## config.mk

```make
export PLATFORM = sky130hd
export DESIGN_NAME = ahb_mtx_l1_in_stg
export DESIGN_NICKNAME = d
export VERILOG_FILES = /design/src/rtl/ahb_mtx_l1_in_stg.sv
export SDC_FILE = /design/constraint.sdc
export NUM_CORES = 1
export LEC_CHECK = 0
export CORE_MARGIN = 1.5
export CORE_UTILIZATION = 45
export DETAILED_ROUTE_END_ITERATION = 10
export DONT_BUFFER_PORTS = 1
export PLACE_DENSITY = 0.68
export SYNTH_ARGS = -nofsm -noshare
export SYNTH_HDL_FRONTEND = slang
export SYNTH_SLANG_ARGS = --single-unit
```

## constraint.sdc

```tcl
create_clock -name HCLK -period 1.8 [get_ports HCLK]
set_input_delay 0.36 -clock HCLK [delete_from_list [all_inputs] [get_ports HCLK]]
set_output_delay 0.36 -clock HCLK [all_outputs]
set_load 0.01 [all_outputs]
```

## src/rtl/ahb_mtx_l1_in_stg.sv

```systemverilog
`default_nettype none
// ============================================================================
// Module   : ahb_mtx_l1_in_stg
// Brief    : L1 AHB matrix input stage; holds an ungranted address phase and
//            stalls the master until the output stage accepts it.
// Revision : 1.0 - initial release
// ============================================================================
module ahb_mtx_l1_in_stg #(
    parameter int ADDR_WIDTH = 32
) (
    input  logic                  HCLK,
    input  logic                  HRESETn,
    input  logic                  HSELS,
    input  logic [ADDR_WIDTH-1:0] HADDRS,
    input  logic [1:0]            HTRANSS,
    input  logic                  HWRITES,
    input  logic [2:0]            HSIZES,
    input  logic [2:0]            HBURSTS,
    input  logic [3:0]            HPROTS,
    input  logic                  HMASTLOCKS,
    input  logic                  HREADYS,
    input  logic                  active_trans,
    input  logic                  dec_readyout,
    input  logic                  dec_resp,
    output logic                  HREADYOUTS,
    output logic                  HRESPS,
    output logic                  trans_req,
    output logic [1:0]            HTRANSM,
    output logic [ADDR_WIDTH-1:0] HADDRM,
    output logic                  HWRITEM,
    output logic [2:0]            HSIZEM,
    output logic [2:0]            HBURSTM,
    output logic [3:0]            HPROTM,
    output logic                  HMASTLOCKM,
    output logic                  trans_pend
);

    typedef enum logic [0:0] {
        ST_PASS = 1'b0,
        ST_HOLD = 1'b1
    } state_t;

    state_t                  state_q, state_d;
    logic                    w_live_valid;
    logic                    w_capture;

    logic [ADDR_WIDTH-1:0]   addr_q;
    logic [1:0]              trans_q;
    logic                    write_q;
    logic [2:0]              size_q;
    logic [2:0]              burst_q;
    logic [3:0]              prot_q;
    logic                    mastlock_q;

    // Only NONSEQ/SEQ accepted by the master-side bus can start a transfer.
    assign w_live_valid = HSELS & HTRANSS[1] & HREADYS;

    always_ff @(posedge HCLK or negedge HRESETn) begin
        if (!HRESETn) begin
            state_q <= ST_PASS;
        end else begin
            state_q <= state_d;
        end
    end

    always_comb begin
        state_d   = state_q;
        w_capture = 1'b0;
        case (state_q)
            ST_PASS: begin
                if (w_live_valid && !active_trans) begin
                    state_d   = ST_HOLD;
                    w_capture = 1'b1;
                end
            end
            ST_HOLD: begin
                if (active_trans) begin
                    state_d = ST_PASS;
                end
            end
            default: state_d = ST_PASS;
        endcase
    end

    always_ff @(posedge HCLK or negedge HRESETn) begin
        if (!HRESETn) begin
            addr_q     <= '0;
            trans_q    <= 2'b00;
            write_q    <= 1'b0;
            size_q     <= 3'b000;
            burst_q    <= 3'b000;
            prot_q     <= 4'b0000;
            mastlock_q <= 1'b0;
        end else if (w_capture) begin
            addr_q     <= HADDRS;
            trans_q    <= HTRANSS;
            write_q    <= HWRITES;
            size_q     <= HSIZES;
            burst_q    <= HBURSTS;
            prot_q     <= HPROTS;
            mastlock_q <= HMASTLOCKS;
        end
    end

    assign trans_pend = (state_q == ST_HOLD);
    assign trans_req  = trans_pend | w_live_valid;

    assign HTRANSM    = trans_pend ? trans_q    : (HSELS ? HTRANSS : 2'b00);
    assign HADDRM     = trans_pend ? addr_q     : HADDRS;
    assign HWRITEM    = trans_pend ? write_q    : HWRITES;
    assign HSIZEM     = trans_pend ? size_q     : HSIZES;
    assign HBURSTM    = trans_pend ? burst_q    : HBURSTS;
    assign HPROTM     = trans_pend ? prot_q     : HPROTS;
    assign HMASTLOCKM = trans_pend ? mastlock_q : HMASTLOCKS;

    // Capture only happens with HREADYS=1, so no data phase is masked here.
    assign HREADYOUTS = trans_pend ? 1'b0 : dec_readyout;
    assign HRESPS     = trans_pend ? 1'b0 : dec_resp;

endmodule
`default_nettype wire

```

## Word level (Yosys, flattened, before mapping)

Cells that the tools add are included.

- Logic and storage cells: 28
- Input port bits: 53
- Flip-flop bits (word level): 47
- Output and inout bits: 50

- Reduce and logical (&&, ||, !) cells: 2
- Bitwise logic cells: 4
- Muxes and demuxes: 14

Operators with widths:

| operator | count |
|---|---|
| two-way mux 32 bit | 1 |
| two-way mux 1 bit | 7 |
| two-way mux 3 bit | 2 |
| two-way mux 2 bit | 2 |
| two-way mux 4 bit | 1 |
| AND 1 bit | 2 |
| one-hot mux 1 bit (2 select lines) | 1 |
| logical AND 1 bit | 1 |
| zero test 1 bit | 1 |
| inverter 1 bit | 1 |
| bitwise OR 1 bit | 1 |

## Depth between registers and ports, before layout

- Word-level depth: 5
- Gate-level depth with buffers: 5
- Mapped depth without buffers: 3

## Worst setup path before layout

OpenSTA, ideal clock, no wires.

- Path type: register to output
- Start: reg state_q (netlist: trans_pend)
- End: out HADDRM[0]
- Cell stages (with the launch flop): 4
- Buffers on the path: 2
- Arrival time: 1273 ps
- Data required time: 1440 ps
- Slack: 167 ps
- Cells stage by stage: dfrtp_1 -> clkbuf_2 -> clkbuf_1 -> mux2_2

- Longest elaborated chain between the ends: 1

Ends and longest elaborated chain:

| what | RTL line | RTL |
|---|---|---|
| from (decl) | 43 | `state_t state_q, state_d;` |
| from (signal assigned) | 62 | `state_q <= state_d;` |
| two-way mux 32 bit | 109 | `assign HADDRM = trans_pend ? addr_q : HADDRS;` |
| to (decl) | 29 | `output logic [ADDR_WIDTH-1:0] HADDRM,` |

No other way between the ends.

## Worst setup path in the final report

- Start: reg state_q (netlist: trans_pend)
- End: out HMASTLOCKM

- Longest elaborated chain between the ends: 1

Ends and longest elaborated chain:

| what | RTL line | RTL |
|---|---|---|
| two-way mux 1 bit | 114 | `assign HMASTLOCKM = trans_pend ? mastlock_q : HMASTLOCKS;` |
| to (decl) | 34 | `output logic HMASTLOCKM,` |

No other way between the ends.

==> results.sh <==
export IMPL_status="complete, no violations"
export IMPL_drt_initial_drc_count=43
export IMPL_clock_path_buffers=2
export IMPL_drc=0
export IMPL_cp_data_required_time_ns=1.44
export IMPL_max_cap_violations=0
export IMPL_gp_congestion=0.690
export IMPL_synthesis_area_um2=2470
export IMPL_crit_chain="buf_6, mux2_2"
export IMPL_slew_viol_final=0
export IMPL_synthDistinctLibCells=12
export IMPL_clockRootBuffer="clkbuf_8"
export IMPL_cts_clk_slew_worst_paths_ns=0.08
export IMPL_synth_area_per_cell_um2=15.5
export IMPL_grt_pass1_wl_mm=7.12
export IMPL_grt_max_degree=48
export IMPL_finalSetupTns_ns=0
export IMPL_vias_per_cell=5.50
export IMPL_cpMaxStageDelayCell="mux2_2"
export IMPL_first_pass_iters=4
export IMPL_p_leak_nw=1.22
export IMPL_synth_warnings=0
export IMPL_crit_arrival_ns=1.36
export IMPL_antenna_cells=0
export IMPL_fin_nets=215
export IMPL_die_x_um=77.1
export IMPL_cp_max_fo=27
export IMPL_cpLargestDelayFamily="multiplexers"
export IMPL_cts_sinks=47
export IMPL_worstHoldPathCells=1
export IMPL_syn2layout_area_growth_pct=6.88
export IMPL_power_density_nw_per_um2=972
export IMPL_placed_cells=223
export IMPL_met3_length_um=327
export IMPL_max_freq_ghz=0.582
export IMPL_cts_max_level=2
export IMPL_row_count=26
export IMPL_postLayoutCoreUtil=0.508
export IMPL_cts_tree="yes"
export IMPL_tightestPinTransition_ns=0.378
export IMPL_cp_num_buf_inv=1
export IMPL_start_kind="flip-flop"
export IMPL_clkLatencyLatePin_ns=0.29
export IMPL_ir_worst_vdd_v=0.000341
export IMPL_layout_cells_non_filler=231
export IMPL_hpwl_mm=3.07
export IMPL_coreArea_um2=5200
export IMPL_drive_gt1_frac=0.627
export IMPL_port_buffers=0
export IMPL_relSlewSlack=0.745
export IMPL_layout_common_cells="mux2_2 (50), dfrtp_1 (46), mux2_4 (39), clkbuf_8 (5), nand2_1 (4)"
export IMPL_path_depth=2
export IMPL_grt_overflow_total=0
export IMPL_min_period_ns=1.72
export IMPL_crit_path_end_kind="output port"
export IMPL_finClkSkew_ns=0.00585
export IMPL_track_usage=0.152
export IMPL_syn_inst=160
export IMPL_totalWireLength_mm=4.47
export IMPL_yosys_register_bits=47
export IMPL_rsz0062_at_grt="no"
export IMPL_ys_seq_area_frac=0.476
export IMPL_grt_pass1_vias=1407
export IMPL_initial_utilization=0.475
export IMPL_io_pins=103
export IMPL_die_area_um2=5950
export IMPL_max_stage_delay_ns=0.41
export IMPL_path_class="reg2out"
export IMPL_chipHeight_um=77.1
export IMPL_hold_path_class="in2reg"
export IMPL_antenna_found_initial=0
export IMPL_final_common_cell="mux2_2"
export IMPL_via_count=1270
export IMPL_final_antenna_net_count=0
export IMPL_met1_length_mm=1.71
export IMPL_num_fill_cells=452
export IMPL_syn_nets=213
export IMPL_cts_buffers=5
export IMPL_highest_layer="met4"
export IMPL_postCtsSetupBuffers=0
export IMPL_routedWlPerCell_um=19.3
export IMPL_timing_final_hold_violations=0
export IMPL_setup_viol=0
export IMPL_min_period_over_period=0.954
export IMPL_rr_worst_depth=3
export IMPL_wl_met2_mm=2.38
per-stage QoR:
stage	power, mW	worst slack (ns)	area, um2	hold slack [ns]
after floorplan	1.89	0.167	2470	0.0644
after global placement	1.96	0.177	2520	0.0653
after detailed placement	1.99	0.145	2520	0.0656
after CTS	2.60	0.0161	2640	0.116
after global routing	2.71	0.00296	2640	0.106
final	2.57	0.0828	2640	0.123
area by class of cell:
cell class / instances / area [um2] / area share
tap: 70 / 87.6 / 0.0331
timing repair buffer: 6 / 87.6 / 0.0331
sequential: 47 / 1180 / 0.446
multi-input combinational: 102 / 1220 / 0.461
clock buffer: 6 / 72.6 / 0.0275
cells in the mapped netlist:
cell,n,area [um2]
clkbuf_2,1,5.00
or3_1,1,6.26
clkbuf_1,5,18.8
nor2b_1,3,18.8
o21ai_0,2,10.0
dfrtp_1,47,1180
nand3_1,1,5.00
buf_6,5,56.3
nand2b_1,2,12.5
nand2_1,4,15.0
mux2_4,39,586
mux2_2,50,563
metal layers:
metal,track usage,vias up
met2,0.274,58
met5,0,-
met4,0.0491,0
li1,-,569
met1,0.171,638
met3,0.0452,5
cell families after synthesis:
logic type      count (synthesis)  synth area share
mux                            89             0.465
simple gates                   11            0.0233
buf+inv                        11            0.0324
flops                          47             0.476
compound gates                  2           0.00405
final timing paths:
| check | endpoint | slack (ns) | start |
|---|---|---|---|
| max | HMASTLOCKM | 0.08 | trans_pend |
| min | trans_pend | 0.12 | active_trans |
| max reg2reg | addr_q[18] | 0.12 | trans_pend |
| min reg2reg | trans_q[1] | 0.47 | trans_q[1] |
| max in group asynchronous | trans_pend | 0.99 | HRESETn |
| min in group asynchronous | addr_q[26] | 0.59 | HRESETn |
worst reg2reg max path, stage by stage, from the launching register on:
cell     delay, ns
dfrtp_2       0.43
or3_2         0.53
buf_4         0.27
mux2_4        0.35
sequential cells by signal, indices dropped and copies added, names as in the netlist:
signal      cells
write_q         1
addr_q         32
prot_q          4
mastlock_q      1
trans_pend      1
trans_q         2
size_q          3
burst_q         3
where the power goes:
group | total, mW | internal (mW) | switching [mW] | leakage (nW)
Sequential | 1.41 | 1.28 | 0.127 | 0.561
Clock | 0.569 | 0.259 | 0.310 | 0.0371
Combinational | 0.592 | 0.383 | 0.209 | 0.627
what timing repair did:
item,CTS,global route
hold buffers,2,0
setup endpoints to repair,0,44
endpoints found under the hold margin,47,0
gates resized for setup,0,2
(Power assumes the default switching activity.)
